--- src/rtl/rice_core_pkg.sv ---
// rice_core_pkg: shared pipeline-control types and default sizes
package rice_core_pkg;
  localparam int RC_XLEN = 32;
  localparam int RC_STAGES = 5;
  typedef logic [RC_STAGES-1:0] rice_core_stage_mask;
  typedef struct packed {
    rice_core_stage_mask valid;
    logic flush;
    logic [RC_XLEN-1:0] flush_pc;
  } rice_core_pipeline_ctrl_state;
endpackage

--- src/rtl/rice_core_flush_arbiter.sv ---
// rice_core_flush_arbiter: oldest-first pick among flush requests with kill mask of younger stages
module rice_core_flush_arbiter #(
  parameter int STAGES = 5,
  parameter int XLEN = 32,
  parameter int IDX_W = (STAGES > 1) ? $clog2(STAGES) : 1
) (
  input  logic [STAGES-1:0]      req,
  input  logic [STAGES*XLEN-1:0] pcs,
  output logic [STAGES-1:0]      win,
  output logic [IDX_W-1:0]       idx,
  output logic [XLEN-1:0]        pc,
  output logic [STAGES-1:0]      kill
);
  // later iterations overwrite earlier ones, so the highest (oldest) request wins; win-1 marks every younger stage
  always_comb begin
    win = '0;
    idx = '0;
    pc = '0;
    for (int k = 0; k < STAGES; k++) begin
      if (req[k]) begin
        win = '0;
        win[k] = 1'b1;
        idx = k[IDX_W-1:0];
        pc = pcs[k*XLEN +: XLEN];
      end
    end
    kill = (|req) ? win - STAGES'(1) : '0;
  end
endmodule

--- src/rtl/rice_core_pipeline_ctrl.sv ---
// rice_core_pipeline_ctrl: per-stage valid/enable, bubble and flush control with saturating perf counters
module rice_core_pipeline_ctrl
  import rice_core_pkg::*;
#(
  parameter int XLEN = RC_XLEN,
  parameter int STAGES = RC_STAGES,
  parameter logic [XLEN-1:0] RESET_PC = '0,
  parameter int CNT_W = 32
) (
  input  logic                   i_clk,
  input  logic                   i_rst,
  input  logic                   i_fetch_valid,
  input  logic [STAGES-1:0]      i_stall_req,
  input  logic [STAGES-1:0]      i_flush_req,
  input  logic [STAGES*XLEN-1:0] i_flush_pc,
  output logic [STAGES-1:0]      o_valid,
  output logic [STAGES-1:0]      o_enable,
  output logic                   o_flush,
  output logic [XLEN-1:0]        o_flush_pc,
  output logic                   o_retire,
  output logic [CNT_W-1:0]       o_retire_cnt,
  output logic [CNT_W-1:0]       o_stall_cnt,
  output logic [CNT_W-1:0]       o_flush_cnt
);
  localparam int IDX_W = (STAGES > 1) ? $clog2(STAGES) : 1;
  rice_core_pipeline_ctrl_state st;
  logic [STAGES-1:0] stall, flush, hold, kill, win, nv;
  logic [IDX_W-1:0] win_idx;
  logic [XLEN-1:0] win_pc;
  assign stall = i_stall_req & st.valid;
  assign flush = i_flush_req & st.valid;
  assign hold[STAGES-1] = stall[STAGES-1];
  genvar i;
  generate
    for (i = 0; i < STAGES-1; i++) begin : g_hold
      assign hold[i] = stall[i] | hold[i+1];
    end
  endgenerate
  assign o_enable = ~hold;
  assign o_valid = st.valid;
  assign o_flush = st.flush;
  assign o_flush_pc = st.flush_pc;
  assign o_retire = st.valid[STAGES-1] & ~stall[STAGES-1];
  rice_core_flush_arbiter #(.STAGES(STAGES), .XLEN(XLEN), .IDX_W(IDX_W)) u_arb (
    .req(flush),
    .pcs(i_flush_pc),
    .win(win),
    .idx(win_idx),
    .pc(win_pc),
    .kill(kill)
  );
  // the reported index must always point at the one-hot winner
  always_comb assert (!(|win) || win[win_idx]);
  // next valid: kill beats hold, hold keeps, stage 0 takes fetch, a held predecessor leaves a bubble
  always_comb begin
    nv[0] = kill[0] ? 1'b0 : hold[0] ? st.valid[0] : i_fetch_valid;
    for (int k = 1; k < STAGES; k++)
      nv[k] = kill[k] ? 1'b0 : hold[k] ? st.valid[k] : hold[k-1] ? 1'b0 : st.valid[k-1];
  end
  // all state: valid bits, registered redirect, saturating counters
  always_ff @(posedge i_clk) begin
    if (i_rst) begin
      st.valid <= '0;
      st.flush <= 1'b1;
      st.flush_pc <= RESET_PC;
      o_retire_cnt <= '0;
      o_stall_cnt <= '0;
      o_flush_cnt <= '0;
    end else begin
      st.valid <= nv;
      st.flush <= |flush;
      st.flush_pc <= (|flush) ? win_pc : st.flush_pc;
      o_retire_cnt <= (o_retire && ~&o_retire_cnt) ? o_retire_cnt + CNT_W'(1) : o_retire_cnt;
      o_stall_cnt <= ((|stall) && ~&o_stall_cnt) ? o_stall_cnt + CNT_W'(1) : o_stall_cnt;
      o_flush_cnt <= ((|flush) && ~&o_flush_cnt) ? o_flush_cnt + CNT_W'(1) : o_flush_cnt;
    end
  end
endmodule

--- config.mk ---
export PLATFORM = sky130hd
export DESIGN_NAME = rice_core_pipeline_ctrl
export DESIGN_NICKNAME = d
export VERILOG_FILES = /design/src/rtl/rice_core_pkg.sv /design/src/rtl/rice_core_flush_arbiter.sv /design/src/rtl/rice_core_pipeline_ctrl.sv
export SDC_FILE = /design/constraint.sdc
export NUM_CORES = 1
export LEC_CHECK = 0
export BUFFER_PORTS_ARGS = -buffer_cell sky130_fd_sc_hd__buf_2
export CAP_MARGIN = 20
export CORE_ASPECT_RATIO = 1.2
export CORE_MARGIN = 1
export CORE_UTILIZATION = 40
export CTS_CLUSTER_DIAMETER = 80
export DETAILED_ROUTE_END_ITERATION = 6
export PLACE_DENSITY = 0.76
export SYNTH_ARGS = -nofsm -noshare
export SYNTH_HDL_FRONTEND = slang
export SYNTH_HIERARCHICAL = 1
export SYNTH_SLANG_ARGS = --single-unit
--- constraint.sdc ---
create_clock -name i_clk -period 2.52 [get_ports i_clk]
set_clock_uncertainty 0.05 [all_clocks]
set_input_delay 0 -clock i_clk [delete_from_list [all_inputs] [get_ports i_clk]]
set_output_delay 0 -clock i_clk [all_outputs]
set_load 0.05 [all_outputs]
Word level (Yosys, flattened, before mapping)
Cells that the tools add are included.

operators by class
  add/subtract/negate cells = 4
  multiply operators = 0
  div/mod/pow operators = 0
  magnitude comparators = 0
  equality and inequality tests = 0
  shifts and indexed selects = 0
  mux-type cells = 15
  bitwise operators = 9
  reductions and logical operators = 16

operators by type and width
  kind                   count
  $mux 32                5
  $add 32x1->32 const B  3
  $reduce_and 32->1      3
  $and 5x5->5            2
  $mux 5                 2
  $reduce_or 2->1        5
  $reduce_or 5->1        2
  $mux 1                 5
  $not 5->5              1
  $sub 5x1->5 const B    1
  $mux 4                 1
  $or 1x1->1             4
  $logic_and 1x1->1      3
  $logic_not 1->1        3
  $mux 3                 1
  $mux 2                 1
  $and 1x1->1            1
  $not 1->1              1

storage, ports and cells
  bits in registers = 134
  bits in latches = 0
  bits in writable memories = 0
  bits in read-only memories = 0
  bits of input ports = 173
  memories kept = 0

Longest topological paths before layout
  word-level depth = 9
  depth in mapped cells = 9
  gate-level depth less buffers = 7

Cells and area by module
Netlist, hierarchy kept.

by module, submodules not included
  module                   times used  cells an instance  area an instance (um^2)
  rice_core_pipeline_ctrl  1           783                6396.1
  rice_core_flush_arbiter  1           218                1337.5

Least setup slack after synthesis
No wires, ideal clock.

  kind = flip-flop to flip-flop
  start = reg st, in the netlist o_valid[3]
  end = reg o_stall_cnt[28]
  library setup time = 121 ps
  data arrival time = 3627 ps
  data required time = 2349 ps
  setup slack = -1277 ps
  stages on the path, launching flop included = 7
  path through = dfxtp_1 > a222oi_1 > nand3_2 > inv_1 > nor2_1 > nand4_1 > mux2_2

on the way
  longest elaborated chain between the ends = 3

RTL lines
  element                 line                           source
  start: declaration      rice_core_pipeline_ctrl.sv:26  rice_core_pipeline_ctrl_state st;
  $and 5x5->5             rice_core_pipeline_ctrl.sv:30  assign stall = i_stall_req & st.valid;
  $reduce_or 5->1         rice_core_pipeline_ctrl.sv:74  o_stall_cnt <= ((|stall) && ~&o_stall_cnt) ? o_stall_cnt + CNT_W'(1) : o_stall_cnt;
  $logic_and 1x1->1       rice_core_pipeline_ctrl.sv:74
  end signal: assignment  rice_core_pipeline_ctrl.sv:74
  end: declaration        rice_core_pipeline_ctrl.sv:22  output logic [CNT_W-1:0] o_stall_cnt,

No other way between the ends.
A chain may end at the register's enable or synchronous reset.

Worst setup path in the final report
  start = reg st, in the netlist o_valid[4]
  end = reg st, in the netlist o_valid[4]

on the way
  longest elaborated chain between the ends = 5
  elaborated cells between the ends (all ways) = 9
  those cells by class = add/sub: 1; mux: 3; bitwise: 3; reduce/logical: 2

RTL lines
  element                      line                           source
  $and 5x5->5 *                rice_core_pipeline_ctrl.sv:31  assign flush = i_flush_req & st.valid;
  named net flush[4]           rice_core_pipeline_ctrl.sv:27  logic [STAGES-1:0] stall, flush, hold, kill, win, nv;
  $mux 5                       rice_core_flush_arbiter.sv:20  if (req[k]) begin
  $sub 5x1->5                  rice_core_flush_arbiter.sv:27  kill = (|req) ? win - STAGES'(1) : '0;
  $mux 5 *                     rice_core_flush_arbiter.sv:27
  named net kill[4]            rice_core_pipeline_ctrl.sv:27
  $reduce_or 2->1 (no line) *  --

Mark *: on every way through the listed nets, which the timed path passes. The rest lies on a longest branch.

==> results_dict.tcl <==
set metrics [dict create \
    cts-root-to-sink-buffers 2 \
    status "finished clean" \
    globalRoute.totalOverflow 0 \
    area_growth_syn_to_layout_pct 37.2 \
    cts_tree "done" \
    layout_min_cycle_time_ns 2.31 \
    top_level_ports 313 \
    power.ir.vdd_worst_mv 0.403 \
    clk_latency_ns 0.42 \
    layout.cells.most_common "buf_2" \
    antenna_violations_before_repair 9 \
    grt_first_pass_wirelength_um 43200 \
    vias_in_the_first_global_route 8528 \
    floorplan.rows 55 \
    total_power_density_per_cell_area_nw_per_um2 534 \
    place.detailed.instances 1517 \
    synth_warnings 6 \
    hold_violations 0 \
    hold_depth 5 \
    path_max_fanout 7 \
    die_w_um 129 \
    r2r_cells 8 \
    grt_setup_unrepaired "no" \
    final_cell_count_no_fill 1590 \
    ff2ff_setup_slack_ns 0.21 \
    clock_tree.htree_level_count 4 \
    hold_path.startpoint "i_flush_pc[146]" \
    number_of_violations_reported_at_the_end_of_detailed_routing_iteration_0 578 \
    tightestPinTransition_ns 0.597 \
    placeableCoreArea_um2 18900 \
    gp_congestion 0.924 \
    power.total_uw 5640 \
    cap_violations 0 \
    crit_path_end_kind "flop" \
    path_class "reg2reg" \
    drive_gt1_share_pct 31.0 \
    timing.critical_path.required_ns 2.82 \
    number_of_clock_sinks 134 \
    route.detailed.drc 0 \
    finalWirelength_um 27700 \
    reg2reg_to "o_valid[4]" \
    achievable-frequency_ghz 0.433 \
    hold-path-endpoint "o_flush_pc[18]" \
    worst_ep_arrival_time_ns 2.61 \
    timing.slew.headroom_pct 59.9 \
    post-cts-setup-buffer-count 0 \
    syn-num-nets 1170 \
    grt_max_degree 81 \
    timing.hold.worst.class "in2reg" \
    cts_root_buffer "clkbuf_16" \
    layout_common_cells "311 x buf_2, 131 x dfxtp_1, 109 x nand2_1, 106 x a21oi_1, 70 x nor2_1" \
    ant_nets 0 \
    min_period_over_period_pct 91.7 \
    die_area_um2 19800 \
    synth_cells 993 \
    cts_buffers 17 \
    final-max-slew-violation-count 0 \
    syn_avg_cell_area_um2 7.75 \
    dr_total_vias 9168 \
    wl_per_cell_um 17.4 \
    worstSetupStartpointType "flop" \
    post_synth_instance_area_um2 7690 \
    min_hold_slack_ns 0.00544 \
    leakage_power_uw 0.00423 \
    avgViaCountPerCell 5.77 \
    gr-usage-all-layers_pct 27.7 \
    die_height_um 154 \
    firstDrtPassIters 5 \
    report.final.setup_viol 0 \
    dp_hpwl_um 20100 \
    worst_setup_hold_path_clk_slew_ns 0.06 \
    design.final.nets 1494 \
    worst_r2r_startpoint "o_valid[4]" \
    initial_utilization_pct 40.8 \
    placement.io_buffers 312 \
]
## worst max path at each step
stage	from	endpoint	slack (ns)	cells after the start
after floorplan	o_valid[3]	o_stall_cnt[28]	-0.90	6
after global placement	o_stall_cnt[17]	o_stall_cnt[19]	0.39	6
after detailed placement	o_stall_cnt[16]	o_stall_cnt[19]	0.34	6
after CTS	o_valid[4]	o_valid[4]	0.23	8
after global routing	o_retire_cnt[0]	o_retire_cnt[20]	0.08	6
final	o_valid[4]	o_valid[4]	0.21	8
## repair_timing
item	CTS	global route
resized for setup	0	0
hold endpoints to repair	62	0
hold buffers	37	0
## critical path, stage by stage (launching register included)
cell,delay [ns]
dfxtp_4,0.36
and2_1,0.20
nor4_1,0.37
nand2_1,0.11
ha_1,0.24
nand3_1,0.10
o22ai_1,0.08
a211oi_1,0.17
dlygate4sd3_1,0.56
## metal layers
| layer | vias up | part of all wire, % | track usage, % |
|---|---|---|---|
| li1 | 4422 | - | - |
| met1 | 4273 | 41 | 31.8 |
| met2 | 395 | 47 | 45.7 |
| met3 | 74 | 8.4 | 8.49 |
| met4 | 4 | 3.7 | 15.1 |
| met5 | - | 0.097 | 0 |
## registers in the layout (all words and copies together) (netlist names)
name and cells:
o_stall_cnt 32, o_retire_cnt 32, o_valid 5, o_flush_cnt 32, o_flush 1, o_flush_pc 32
## cell type report
type	instances	area (µm²)
clock inverter	11	221
sequential	134	2690
fill	1845	8300
antenna	4	10.0
inverter	17	67.6
clock buffer	21	460
timing repair buffer	379	2170
tap	256	320
multi-input combinational	768	4610
## power breakdown
group / leakage, µW / switching (µW) / internal, µW
Combinational: 0.00282 / 359 / 234
Sequential: 0.00108 / 22.7 / 2140
Clock: 0.000324 / 966 / 1910
Total: 0.00423 / 1350 / 4290
## through the flow
stage                     cell area, µm²  setup TNS (ns)  utilization (%)  setup WS, ns
after global placement              9490               0             50.3         0.386
after CTS                          10500               0             55.9         0.231
after floorplan                     7710          -22.41                -        -0.901
after global routing               10600               0             56.0        0.0776
after detailed placement            9490               0             50.3         0.336
final                              10600               0             56.0         0.210
Power figures use the tool's default switching activity.
